==> src/rtl/tick_share_sched.sv <==
// tick_share_sched: programmable tick generator that hands each tick to one of
// four requesters in round-robin order. The divide ratio can be rewritten at
// runtime; a new ratio is held pending and swapped in only on a period
// boundary (or immediately while the scheduler is idle).
module tick_share_sched #(
  parameter int CNT_W       = 8,
  parameter int DIV_DEFAULT = 6
) (
  input  logic             sys_clk,
  input  logic             sys_rst_n,
  input  logic             en,
  input  logic [3:0]       req,
  input  logic             cfg_wr,
  input  logic [CNT_W-1:0] cfg_div,
  output logic             tick,
  output logic [3:0]       grant,
  output logic [CNT_W-1:0] cur_div,
  output logic             cfg_busy,
  output logic             cfg_err
);

  logic [CNT_W-1:0] r_cnt;
  logic [CNT_W-1:0] r_curDiv;
  logic [CNT_W-1:0] r_pendDiv;
  logic             r_cfgBusy;
  logic             r_cfgErr;
  logic             r_tick;
  logic [3:0]       r_grant;
  logic [1:0]       r_last;

  logic             w_wrap;
  logic             w_cfgOk;
  logic             w_cfgBad;
  logic             w_apply;
  logic [1:0]       w_sel;
  logic [1:0]       w_idx;
  logic             w_anyReq;

  // Wrap edge is the last count of a period; writes below 2 are rejected.
  // A pending ratio is applied on a wrap edge or on any idle edge.
  assign w_wrap   = en && (r_cnt == (r_curDiv - CNT_W'(1)));
  assign w_cfgOk  = cfg_wr && (cfg_div >= CNT_W'(2));
  assign w_cfgBad = cfg_wr && (cfg_div <  CNT_W'(2));
  assign w_apply  = r_cfgBusy && (w_wrap || !en);

  // Round-robin search starting just after the last winner; walking the
  // candidates from farthest to nearest lets the nearest set bit win.
  always_comb begin
    w_sel    = r_last;
    w_idx    = r_last;
    w_anyReq = 1'b0;
    for (int k = 4; k >= 1; k--) begin
      w_idx = r_last + 2'(k);
      if (req[w_idx]) begin
        w_sel    = w_idx;
        w_anyReq = 1'b1;
      end
    end
  end

  // Period counter, tick pulse and registered one-hot grant.
  always_ff @(posedge sys_clk or negedge sys_rst_n) begin
    if (!sys_rst_n) begin
      r_cnt   <= '0;
      r_tick  <= 1'b0;
      r_grant <= 4'b0000;
      r_last  <= 2'd3;
    end else if (!en) begin
      r_cnt   <= '0;
      r_tick  <= 1'b0;
      r_grant <= 4'b0000;
    end else if (w_wrap) begin
      r_cnt  <= '0;
      r_tick <= 1'b1;
      if (w_anyReq) begin
        r_grant <= 4'b0001 << w_sel;
        r_last  <= w_sel;
      end else begin
        r_grant <= 4'b0000;
      end
    end else begin
      r_cnt   <= r_cnt + CNT_W'(1);
      r_tick  <= 1'b0;
      r_grant <= 4'b0000;
    end
  end

  // Ratio configuration: an accepted write always lands in the pending slot
  // and sets busy, even on the edge that applies the previous pending value.
  always_ff @(posedge sys_clk or negedge sys_rst_n) begin
    if (!sys_rst_n) begin
      r_curDiv  <= CNT_W'(DIV_DEFAULT);
      r_pendDiv <= CNT_W'(DIV_DEFAULT);
      r_cfgBusy <= 1'b0;
      r_cfgErr  <= 1'b0;
    end else begin
      r_cfgErr <= w_cfgBad;
      if (w_apply) begin
        r_curDiv  <= r_pendDiv;
        r_cfgBusy <= 1'b0;
      end
      if (w_cfgOk) begin
        r_pendDiv <= cfg_div;
        r_cfgBusy <= 1'b1;
      end
    end
  end

  assign tick     = r_tick;
  assign grant    = r_grant;
  assign cur_div  = r_curDiv;
  assign cfg_busy = r_cfgBusy;
  assign cfg_err  = r_cfgErr;

endmodule

==> config.mk <==
export PLATFORM = sky130hd
export DESIGN_NAME = tick_share_sched
export DESIGN_NICKNAME = d
export VERILOG_FILES = /design/src/rtl/tick_share_sched.sv
export SDC_FILE = /design/constraint.sdc
export NUM_CORES = 1
export LEC_CHECK = 0
export ABC_CLOCK_PERIOD_IN_PS = 8300
export CORE_MARGIN = 10
export CORE_UTILIZATION = 31
export CTS_CLUSTER_SIZE = 8
export DETAILED_ROUTE_END_ITERATION = 16
export SETUP_SLACK_MARGIN = 0.4
export SKIP_LAST_GASP = 1
export SLEW_MARGIN = 15
export SYNTH_ARGS = -nofsm -noshare
export SYNTH_HDL_FRONTEND = slang
export SYNTH_SLANG_ARGS = --single-unit
==> constraint.sdc <==
create_clock -name sys_clk -period 8.3 [get_ports sys_clk]
set_clock_uncertainty 0.05 [all_clocks]
set_input_delay 0.83 -clock sys_clk [delete_from_list [all_inputs] [get_ports sys_clk]]
set_output_delay 0.83 -clock sys_clk [all_outputs]
set_load 0.01 [all_outputs]
; ---- Word level (Yosys, flattened, before mapping)
; Cells that the tools add are included.
[classes]
eq_ne = 1
reduce_logical = 8
bitwise_logic = 0
multipliers = 0
n_addsub = 5
shifts = 1
mux = 24
n_div = 0
magnitude_cmp = 6
[ops]
columns = cell, count
row1 = 8-bit 2-to-1 mux, 2
row2 = 2-bit by 3-bit less-than comparator with 1-bit output (second input constant), 4
row3 = 1-bit 2-to-1 mux, 12
row4 = 4-bit 2-to-1 mux, 3
row5 = 8-bit by 1-bit adder with 8-bit output (second input constant), 1
row6 = 1-bit binary-select mux with 2-bit select, 4
row7 = 8-bit == test, 1
row8 = 8-bit by 2-bit greater-or-equal comparator with 1-bit output (second input constant), 1
row9 = 8-bit by 2-bit less-than comparator with 1-bit output (second input constant), 1
row10 = 8-bit by 1-bit subtractor with 8-bit output (second input constant), 1
row11 = 2-bit 2-to-1 mux, 3
row12 = 2-bit adder (second input constant), 2
row13 = 1-bit logical AND, 4
row14 = 1-bit by 2-bit left shift with 4-bit output (first input constant), 1
row15 = 3-bit AND reduction, 1
row16 = 2-bit by 1-bit adder with 2-bit output (second input constant), 1
row17 = 2-bit nonzero test, 1
row18 = 1-bit zero test, 1
row19 = 1-bit logical OR, 1
[totals]
latchBits = 0
wordCells = 53
ff_bits = 33
ramBits = 0
mem_bits_ro = 0
memories = 0
output_inout_bits = 15

; ---- Depth between registers and ports, before layout
[depth]
ltp_word = 10
ltp_mapped = 11
depth_no_buf = 8

; ---- Worst setup path after synthesis
; Ideal clock, no wire load.
[synth_timing]
kind = register to register
from = register r_curDiv[1], in the netlist cur_div[1]
to = register r_last[0]
n_path_buf = 0
slack_ps = 5607
arrival_ps = 2561
path_stages_with_launch = 8
setup_ps = 82
cell_sequence = dfstp_2 > inv_1 > ha_1 > xnor2_1 > or4_4 > or4_4 > nor2_4 > mux2_2
[synth_between]
elab_chain_len = 4
[synth_rtl]
columns = item, line
row1 = from (decl), 23  ; logic [CNT_W-1:0] r_curDiv;
row2 = from (signal assigned), 92  ; r_curDiv <= CNT_W'(DIV_DEFAULT);
row3 = from (signal assigned), 99  ; r_curDiv <= r_pendDiv;
row4 = 8-bit by 1-bit subtractor with 8-bit output, 41  ; assign w_wrap = en && (r_cnt == (r_curDiv - CNT_W'(1)));
row5 = 8-bit == test, 41
row6 = 1-bit logical AND, 41
row7 = 3-bit AND reduction (no line), --
row8 = to (signal assigned), 77  ; r_last <= w_sel;
row9 = to (decl), 29  ; logic [1:0] r_last;
; Every way passes these cells.
; A chain may end at the register's enable or synchronous reset.

; ---- Worst setup path after layout
[layout_timing]
from = register r_curDiv[0], in the netlist cur_div[0]
to = register r_cfgBusy, in the netlist cfg_busy
[layout_between]
elab_chain_len = 6
[layout_rtl]
columns = item, line
row1 = 8-bit by 1-bit subtractor with 8-bit output, 41
row2 = 8-bit == test, 41
row3 = 1-bit logical AND, 41
row4 = 1-bit logical OR, 44  ; assign w_apply = r_cfgBusy && (w_wrap || !en);
row5 = 1-bit logical AND, 44
row6 = 2-bit nonzero test (no line), --
row7 = to (signal assigned), 94  ; r_cfgBusy <= 1'b0;
row8 = to (signal assigned), 100  ; r_cfgBusy <= 1'b0;
row9 = to (signal assigned), 104  ; r_cfgBusy <= 1'b1;
row10 = to (decl), 25  ; logic r_cfgBusy;
; Every way passes these cells.

==> flow_summary.json <==
{
  "status": "complete, no violations",
  "start_kind": "register",
  "cts_tree": "done",
  "setup_tns_ps": 0,
  "cts_buffers": 5,
  "drive_gt1_share_pct": 10.95,
  "worst_slew_pin_slew_ps": 1049,
  "cp_slowest_cell": "nor2b_1",
  "power.leakage_uw": 0.0009519,
  "cts-resized-gates": 0,
  "cp_cell_sequence": "inv_1 > ha_1 > o21bai_1 > a211oi_1 > o21bai_1 > nor2b_1 > o41a_1 > a21bo_2",
  "cts_buffer_depth": 2,
  "min_period_ps": 3136,
  "yosysTopAreaCell": "dfrtp_1",
  "worstSetupEndpointType": "register",
  "die_area_sq_um": 9159,
  "die_y_um": 95.71,
  "coreArea_sq_um": 5540,
  "combPwrFrac_pct": 26.8,
  "fin_crit_sh_pct": 37.79,
  "start_util_pct": 32.07,
  "globalplace.congestion": 0.7337,
  "synth_area_sq_um": 1777,
  "synth_cell_types": 42,
  "layout.nets": 227,
  "grt_pass1_vias": 1398,
  "rows": 27,
  "cts_sinks": 33,
  "drtAntennaViolNets": 0,
  "viasPerCell": 4.730,
  "synth_ff_type": "dfrtp_1",
  "path_clk_slew_ps": 70,
  "max_freq_mhz": 318.9,
  "dp.final_hpwl_um": 2907,
  "drc": 0,
  "rsz0062_at_grt": "no",
  "cts_setup_buffers": 0,
  "synth_nets": 198,
  "io_buffers": 30,
  "fin_util_pct": 40.49,
  "max-slew-margin-rel_pct": 29.90,
  "synth_top_area_share_pct": 38.03,
  "synthArstFlopShare_pct": 100.0,
  "max_cap_viol_count": 0,
  "hold_class": "reg2reg",
  "htreeDepth": 2,
  "grt_usage_pct": 9.304,
  "power_switching_uw": 157.2,
  "preCtsSetupSlack_ps": 5172,
  "avgRoutedWirePerCell_um": 13.79,
  "ys.warnings.count": 0,
  "max_stage_delay_ps": 840,
  "n_antenna_cell": 0,
  "hold_viol_final": 0,
  "synth_top_cells_by_area": "dfrtp_1, dfstp_2, nand2_1",
  "synth_commonest_cells": "dfrtp_1, nand2_1, inv_1, xnor2_1, o31ai_1",
  "cp_max_fo": 17,
  "arrival_ps": 3320,
  "crit_required_ps": 8480,
  "grt_pass1_wl_um": 6775,
  "fin_ws_ps": 5164,
  "power.density_nw_per_um2": 225.8,
  "grt_max_degree": 34,
  "syn_to_final_growth_pct": 26.27,
  "routed_wl_um": 3888,
  "synth-edff-count": 0,
  "via_count": 1334,
  "report.final.setup_viol": 0,
  "pin_count": 31,
  "drt_iter0_markers": 72,
  "switching_share_pct": 31.02,
  "ctsHoldBuffers": 0,
  "overflow": 0,
  "worstSetupPathType": "reg2reg",
  "pwr-share-clk_pct": 31.2,
  "dieWidth_um": 95.71,
  "synthCells": 180,
  "synth.most_common_cell": "dfrtp_1",
  "clk_latency_ps": 280,
  "antenna_found_initial": 0,
  "internal_power_uw": 349.4,
  "cp_common_cell": "o21bai_1",
  "firstDrtPassIters": 4,
  "synth_area_per_cell_sq_um": 9.871,
  "cts-root-buf": "clkbuf_8",
  "ys_seq_area_share_pct": 46.90,
  "synth-seq-cells": 33,
  "power_frac_seq_pct": 42.0,
  "slew_violations": 0,
  "ir_drop_v": 0.00009883
}
worst paths after layout:
kind / from / end / slack (ps) / cells past startpoint
setup / recovery: cur_div[0]$_DFFE_PN0P_ / cfg_busy$_DFFE_PN0P_ / 5160 / 8
hold / removal: r_pendDiv[2]$_DFFE_PN1P_ / r_pendDiv[2]$_DFFE_PN1P_ / 410 / 2
setup reg to reg: cur_div[0]$_DFFE_PN0P_ / cfg_busy$_DFFE_PN0P_ / 5160 / 8
hold reg to reg: r_pendDiv[2]$_DFFE_PN1P_ / r_pendDiv[2]$_DFFE_PN1P_ / 410 / 2
max in group asynchronous: sys_rst_n / cur_div[1]$_DFFE_PN1P_ / 6970 / 2
min in group asynchronous: sys_rst_n / cfg_err$_DFF_PN0_ / 890 / 2
sequential cells by signal (all words and copies together) (netlist names):
register,count
r_pendDiv,8
r_last,2
grant,4
tick,1
cfg_busy,1
cfg_err,1
r_cnt,8
cur_div,8
cell usage in the layout, fill, tap and decap left out, types with 2 or more instances in the layout:
master	instances
a21oi_1	4
nor4_1	3
xor2_1	5
o21ai_0	5
dfstp_2	6
nor3_1	2
clkdlybuf4s50_1	30
xnor2_1	11
and2_1	7
nand3_1	2
and3_1	3
or4_1	2
ha_1	2
nand2_1	26
o31ai_1	9
or4_4	2
o21bai_1	2
o211ai_1	8
inv_1	12
nor2b_1	6
nor4b_1	2
clkbuf_8	6
nor2_1	3
nand2b_1	5
dfrtp_1	27
mux2_2	2
power groups by stage:
stage / logic [uW] / clock network, uW / registers [uW]
2_1_floorplan: 95.5 / 0 / 208
3_3_place_gp: 135 / 0 / 215
3_5_place_dp: 137 / 0 / 216
4_1_cts: 137 / 161 / 213
5_1_grt: 154 / 170 / 217
6_report: 136 / 158 / 213
cells by family (layout without fill, tap and decap cells):
family / after synthesis / after routing / share of synthesized area [%]
xor gates and xnor gates: 16 / 16 / 7.887
DFF: 33 / 33 / 46.90
buffers and inverters: 22 / 52 / 5.633
and+or+nand+nor: 70 / 70 / 22.68
adders and majority gates: 2 / 2 / 1.408
AOI/OAI and AO/OA: 34 / 34 / 13.59
muxes: 3 / 3 / 1.901
critical path, delay by kind of cell (launching register included):
family / cells / cell delay [ps]
AOI/OAI and AO/OA: 5 / 1280
adders and majority gates: 1 / 320
buffers and inverters: 1 / 100
DFF: 1 / 500
and+or+nand+nor: 1 / 840
layer usage:
layer  vias up  wire (um)  track usage, %
li1        679          -               -
met1       616       1872           11.51
met2        34       1696           14.33
met3         5        273           3.735
met4         0         45           3.317
met5         -          0               0
final cells by class:
type                            count  area [sq um]
Fill cell                         559          3297
Clock buffer                        6         82.58
Clock inverter                      2         37.54
Multi-Input combinational cell    125         843.3
Sequential cell                    33         833.3
Tap cell                           72         90.09
Timing Repair Buffer               31         307.8
Inverter                           13         48.80
per-stage QoR:
| stage | power (uW) | instances | hold WS [ps] | cell area, sq um |
|---|---|---|---|---|
| after floorplan | 303.9 | 180 | 389.1 | 1777 |
| after global placement | 350.2 | 274 | 398.5 | 2123 |
| final | 506.6 | 282 | 408.2 | 2243 |
| after detailed placement | 352.8 | 274 | 399.6 | 2123 |
| after global routing | 541.1 | 282 | 424.1 | 2243 |
| after CTS | 511.9 | 282 | 411.4 | 2243 |
Power figures use the tool's default switching activity.
